File: config.mk
export PLATFORM = sky130hd
export DESIGN_NAME = xer_cr_wb
export DESIGN_NICKNAME = d
export VERILOG_FILES = /design/src/rtl/xer_cr_wb.sv
export SDC_FILE = /design/constraint.sdc
export NUM_CORES = 1
export LEC_CHECK = 0
export CAP_MARGIN = 5
export CORE_ASPECT_RATIO = 1.25
export CORE_UTILIZATION = 48
export CTS_BUF_LIST = sky130_fd_sc_hd__clkbuf_4
export DETAILED_ROUTE_END_ITERATION = 7
export GPL_ROUTABILITY_DRIVEN = 0
export MAX_ROUTING_LAYER = met4
export PLACE_DENSITY = 0.91
export RECOVER_POWER = 25
export SLEW_MARGIN = 25
export SYNTH_ARGS = -nofsm -noshare
export SYNTH_HDL_FRONTEND = slang
export SYNTH_SLANG_ARGS = --single-unit
File: constraint.sdc
create_clock -name clk -period 2.45 [get_ports clk]
set_clock_uncertainty 0.05 [all_clocks]
set_input_delay 0.49 -clock clk [delete_from_list [all_inputs] [get_ports clk]]
set_output_delay 0.49 -clock clk [all_outputs]
set_load 0.02 [all_outputs]
File: src/rtl/xer_cr_wb.sv
// xer_cr_wb: architectural XER(SO,OV,CA) and CR holder fed through a 1-entry flushable commit stage
module xer_cr_wb #(
  parameter int ARCH_WIDTH = 32,
  parameter int CRF_NUM    = 8
) (
  input  logic                       clk,
  input  logic                       rst,
  input  logic                       flush,
  input  logic                       ca_we,
  input  logic                       ca_in,
  input  logic                       ov_we,
  input  logic                       ov_in,
  input  logic                       cr_we,
  input  logic [$clog2(CRF_NUM)-1:0] cr_fld,
  input  logic [3:0]                 cr_val,
  input  logic                       mtcrf_we,
  input  logic [CRF_NUM-1:0]         mtcrf_fxm,
  input  logic [ARCH_WIDTH-1:0]      mtcrf_din,
  input  logic                       mtxer_we,
  input  logic [ARCH_WIDTH-1:0]      mtxer_din,
  input  logic [$clog2(CRF_NUM)-1:0] cr_rd_fld,
  output logic [3:0]                 cr_rd_val,
  output logic [4*CRF_NUM-1:0]       cr_all,
  output logic                       XER_SO,
  output logic                       XER_OV,
  output logic                       XER_CA,
  output logic                       pend
);
  localparam int CW = 4*CRF_NUM;
  logic [CW-1:0] a_cr, p_cr, n_cr;
  logic a_so, a_ov, a_ca, p_so, p_ov, p_ca, n_so, n_ov, n_ca;
  logic [CRF_NUM-1:0] sel;
  logic any_we, take;
  logic unused_din;
  // The pending stage holds the complete post-update image, so forwarding is a plain select.
  assign cr_all    = pend ? p_cr : a_cr;
  assign XER_SO    = pend ? p_so : a_so;
  assign XER_OV    = pend ? p_ov : a_ov;
  assign XER_CA    = pend ? p_ca : a_ca;
  assign cr_rd_val = cr_all[{cr_rd_fld, 2'b00} +: 4];
  assign sel        = cr_we ? CRF_NUM'(1) << cr_fld : '0;
  assign any_we     = ca_we | ov_we | cr_we | mtcrf_we | mtxer_we;
  assign take       = any_we & ~flush;
  assign unused_din = ^mtxer_din[ARCH_WIDTH-1:3];
  for (genvar i = 0; i < CRF_NUM; i++) begin : g_fld
    assign n_cr[4*i +: 4] = (mtcrf_we && mtcrf_fxm[i]) ? mtcrf_din[4*i +: 4] : sel[i] ? cr_val : cr_all[4*i +: 4];
  end
  always_comb begin
    n_so = mtxer_we ? mtxer_din[0] : XER_SO | (ov_we & ov_in);
    n_ov = mtxer_we ? mtxer_din[1] : ov_we ? ov_in : XER_OV;
    n_ca = mtxer_we ? mtxer_din[2] : ca_we ? ca_in : XER_CA;
  end
  always_ff @(posedge clk) begin
    if (rst) begin
      a_cr <= '0;
      a_so <= 1'b0;
      a_ov <= 1'b0;
      a_ca <= 1'b0;
      p_cr <= '0;
      p_so <= 1'b0;
      p_ov <= 1'b0;
      p_ca <= 1'b0;
      pend <= 1'b0;
    end else begin
      if (pend && !flush) begin
        a_cr <= p_cr;
        a_so <= p_so;
        a_ov <= p_ov;
        a_ca <= p_ca;
      end
      if (take) begin
        p_cr <= n_cr;
        p_so <= n_so;
        p_ov <= n_ov;
        p_ca <= n_ca;
      end
      pend <= take;
    end
  end
endmodule

==> metrics <==
run status complete, but fails checks; violations in the final reports DRC, setup timing; proportion of synthesized chip area in sequential cells 35.2%; area used by multi-input combinational logic 2460 um^2; number of enable-type register cells in the synthesized netlist 0; worst-path maximum fanout 16; maximum count of clock buffers along a single path 2; detailed placement HPWL a little under 9000 um; required time of the critical path 1910 ps; grt total ovfl 0; count of distinct cell types in the synthesized netlist 36; Core Region 8190 um^2; TNS Setup -142 ps; ratio of routed vias to standard cells 6.22; worst reg2reg setup slack 530 ps; peak ir drop on the vdd network 311 uV; r2r startpoint pend; top-count cell post-synth sky130_fd_sc_hd__nand2_1; Final WS setup -56.6 ps; maximum number of pins on one net before global-route repair 72; power density of the placed cells 448 nW/um^2; final worst-path cycle share 102%; number of DRC markers after the initial detailed-route iteration 431; number of antenna violations at the first check in global routing 0; number of warnings issued by yosys 0; r2r endpoint a_cr[7]; num rows 37; Critical Setup Path Class reg2out; clock transition time at the flip-flop clock pins of the worst setup and hold paths about 110 ps; part of the total power dissipated in combinational logic roughly a quarter; TritonCTS clock tree built; Finish-stage setup viols 4; arrival time worst endpoint 1970 ps; number of nets with antenna violations after routing 0; share of async-settable or async-resettable flops after synthesis 0%; x dimension of the die between 80 and 90 um; count of antenna diodes in the layout 0; area growth from synthesis to layout 37.7%; achievable clock frequency 399 MHz; Post-DP Area 5270 um^2; post-synthesis instance area 4040 um^2; TritonRoute pass-1 iters 8; final hold viol count 0; vias in the first global route 4132; starting density of the core 49.3%; number of top-level pins roughly 130; global router's overall resource usage 29.2%; layout cells sized above 1 15.8%; count of maximum capacitance violations 0; global-route wire length before repair 19800 um; area of the die between 8000 and 9000 um^2; routed via count 4457; Post-Syn Instances 505; hold path depth 2; Die H 105 um; average footprint of a synthesized cell 8.00 um^2; sink count of the clock tree just over 70; DRC 10; ranking of synthesized cells by instance count 100 x sky130_fd_sc_hd__nand2_1, 71 x sky130_fd_sc_hd__dfxtp_1, 37 x sky130_fd_sc_hd__a21oi_1, 37 x sky130_fd_sc_hd__nor2_1, 32 x sky130_fd_sc_hd__a311oi_1; actual slew at the worst max-slew pin a little under 800 ps; depth of the most critical reg-to-reg path 6; worst relative slew slack a little under half; count of buffers from port buffering roughly 100; classification of the worst-slack hold path reg2reg; CP Launch Type flop; Reg power frac 50.5%; reported net switching power 0.783 mW; setup repair after global routing missed its margin true; number of buffers inserted for hold repair after clock tree synthesis 0; Syn Nets 597; post-layout min period 2510 ps; most used flip-flop cell after synthesis sky130_fd_sc_hd__dfxtp_1; portion of synthesized cell area occupied by the leading cell type about a third; flip-flop and latch count after synthesis 71; nets@finish 707; sum of routed wire length over all layers 12900 um; Final Cell Area 5560 um^2; worst hold margin about 400 ps; Place WS -681 ps; top cells by area in the synthesized netlist sky130_fd_sc_hd__dfxtp_1 35%, sky130_fd_sc_hd__nand2_1 9.3%, sky130_fd_sc_hd__a311oi_1 6.9%; TritonCTS buffer count 9; proportion of power drawn by the clock network 25.2%; post-layout utilization of the core 67.8%; standby leakage power 2.44 nW; register area 1430 um^2; fillers around 620; Min-Delay Startpoint a_cr[6]; switching fraction of total power between 30% and 40%; endpoint kind of the worst setup timing path primary output; routed wire length per instance 18.0 um; Endpoint, Worst Hold a_cr[6]; master cell of the clock root buffer sky130_fd_sc_hd__clkbuf_4; clk_lat worst skew around 440 ps; Internal Dissipation 1.71 mW; fin. max-slew vios 0; library cell with the largest summed area after synthesis sky130_fd_sc_hd__dfxtp_1; htree depth 3
## cell families after synthesis
| group | after synthesis | synth area share (%) |
|---|---|---|
| and+or+nand+nor | 191 | 21.1 |
| AOI/OAI and AO/OA | 122 | 21.0 |
| DFF | 71 | 35.2 |
| buffers and inverters | 67 | 7.41 |
| muxes | 54 | 15.3 |
## critical path, stage by stage (launching register included)
cell and delay [ps]:
sky130_fd_sc_hd__dfxtp_4 420, sky130_fd_sc_hd__buf_12 180, sky130_fd_sc_hd__mux2_2 400, sky130_fd_sc_hd__o21ai_1 150, sky130_fd_sc_hd__o221ai_1 180, sky130_fd_sc_hd__buf_2 200
## final cells by class
class                           count  area share (%)
Clock buffer                       10            1.35
Clock inverter                      6           0.495
Inverter                           20            1.35
Multi-Input combinational cell    367            44.3
Sequential cell                    71            25.6
Tap cell                           97            2.18
Timing Repair Buffer              146            24.6
## layer usage
metal	vias up	GRT usage, %	routed length, um
li1	2028	-	-
met1	2096	31.6	4650
met2	260	50.5	6530
met3	73	4.58	989
met4	0	16.9	713
met5	-	-	0
## state kept, by name (all words and copies together) (netlist names)
register,cells
a_so,1
a_cr,32
p_ca,1
pend,1
p_ov,1
p_cr,32
a_ca,1
a_ov,1
p_so,1
## metrics by stage
stage               power [mW]  std cells
floorplan                 1.57        505
global placement          1.83        693
detailed placement        1.85        693
CTS                       2.43        709
global route              2.58        717
finish                    2.49        717
## power by group through the flow
stage                     registers (mW)  clock network, mW  logic (mW)
after global placement              1.27                  0       0.563
after CTS                           1.25              0.617       0.566
after detailed placement            1.27                  0       0.575
final                               1.26              0.627       0.606
after global routing                1.26              0.676       0.646
after floorplan                     1.26                  0       0.314
## worst max-delay path by stage
stage	from	endpoint	slack [ps]	cells past startpoint
global placement	cr_rd_fld[1]	cr_rd_val[2]	-660	6
detailed placement	cr_rd_fld[1]	cr_rd_val[2]	-680	6
floorplan	pend	cr_rd_val[0]	190	7
CTS	pend	cr_all[8]	-70	5
finish	pend	cr_rd_val[0]	-60	5
global route	pend	cr_rd_val[0]	-90	7
## timing repair
item	4_1_cts	5_1_grt
pin swaps	1	1
resized for setup	70	24
endpoints found under the setup margin	39	8
buffers inserted	0	7
gates cloned	0	1
## cell usage in the layout (no fill, tap or decap), types with 2 or more instances in the layout
| cell | instances |
|---|---|
| sky130_fd_sc_hd__nand2_1 | 100 |
| sky130_fd_sc_hd__dfxtp_1 | 70 |
| sky130_fd_sc_hd__clkdlybuf4s50_1 | 61 |
| sky130_fd_sc_hd__buf_4 | 38 |
| sky130_fd_sc_hd__nor2_1 | 37 |
| sky130_fd_sc_hd__a21oi_1 | 37 |
| sky130_fd_sc_hd__a311oi_1 | 32 |
| sky130_fd_sc_hd__nand3_1 | 30 |
| sky130_fd_sc_hd__dlygate4sd2_1 | 30 |
| sky130_fd_sc_hd__o211ai_1 | 22 |
| sky130_fd_sc_hd__inv_1 | 20 |
| sky130_fd_sc_hd__mux2i_1 | 14 |
| sky130_fd_sc_hd__mux2_1 | 12 |
| sky130_fd_sc_hd__nand2b_1 | 10 |
| sky130_fd_sc_hd__clkbuf_4 | 10 |
| sky130_fd_sc_hd__mux2_2 | 9 |
| sky130_fd_sc_hd__o21ai_1 | 9 |
| sky130_fd_sc_hd__mux2i_2 | 7 |
| sky130_fd_sc_hd__mux2i_4 | 7 |
| sky130_fd_sc_hd__a21o_1 | 7 |
| sky130_fd_sc_hd__mux4_2 | 4 |
| sky130_fd_sc_hd__clkinv_1 | 4 |
| sky130_fd_sc_hd__buf_2 | 4 |
| sky130_fd_sc_hd__dlymetal6s2s_1 | 4 |
| sky130_fd_sc_hd__buf_12 | 4 |
| sky130_fd_sc_hd__o221ai_1 | 3 |
| sky130_fd_sc_hd__nand4b_1 | 3 |
| sky130_fd_sc_hd__nand4bb_1 | 3 |
| sky130_fd_sc_hd__nor2b_1 | 2 |
| sky130_fd_sc_hd__a22oi_1 | 2 |
| sky130_fd_sc_hd__a22oi_2 | 2 |
| sky130_fd_sc_hd__a211oi_1 | 2 |
| sky130_fd_sc_hd__a221o_1 | 2 |
| sky130_fd_sc_hd__clkdlybuf4s15_1 | 2 |
No activity file was read; power rests on OpenSTA's default activity.
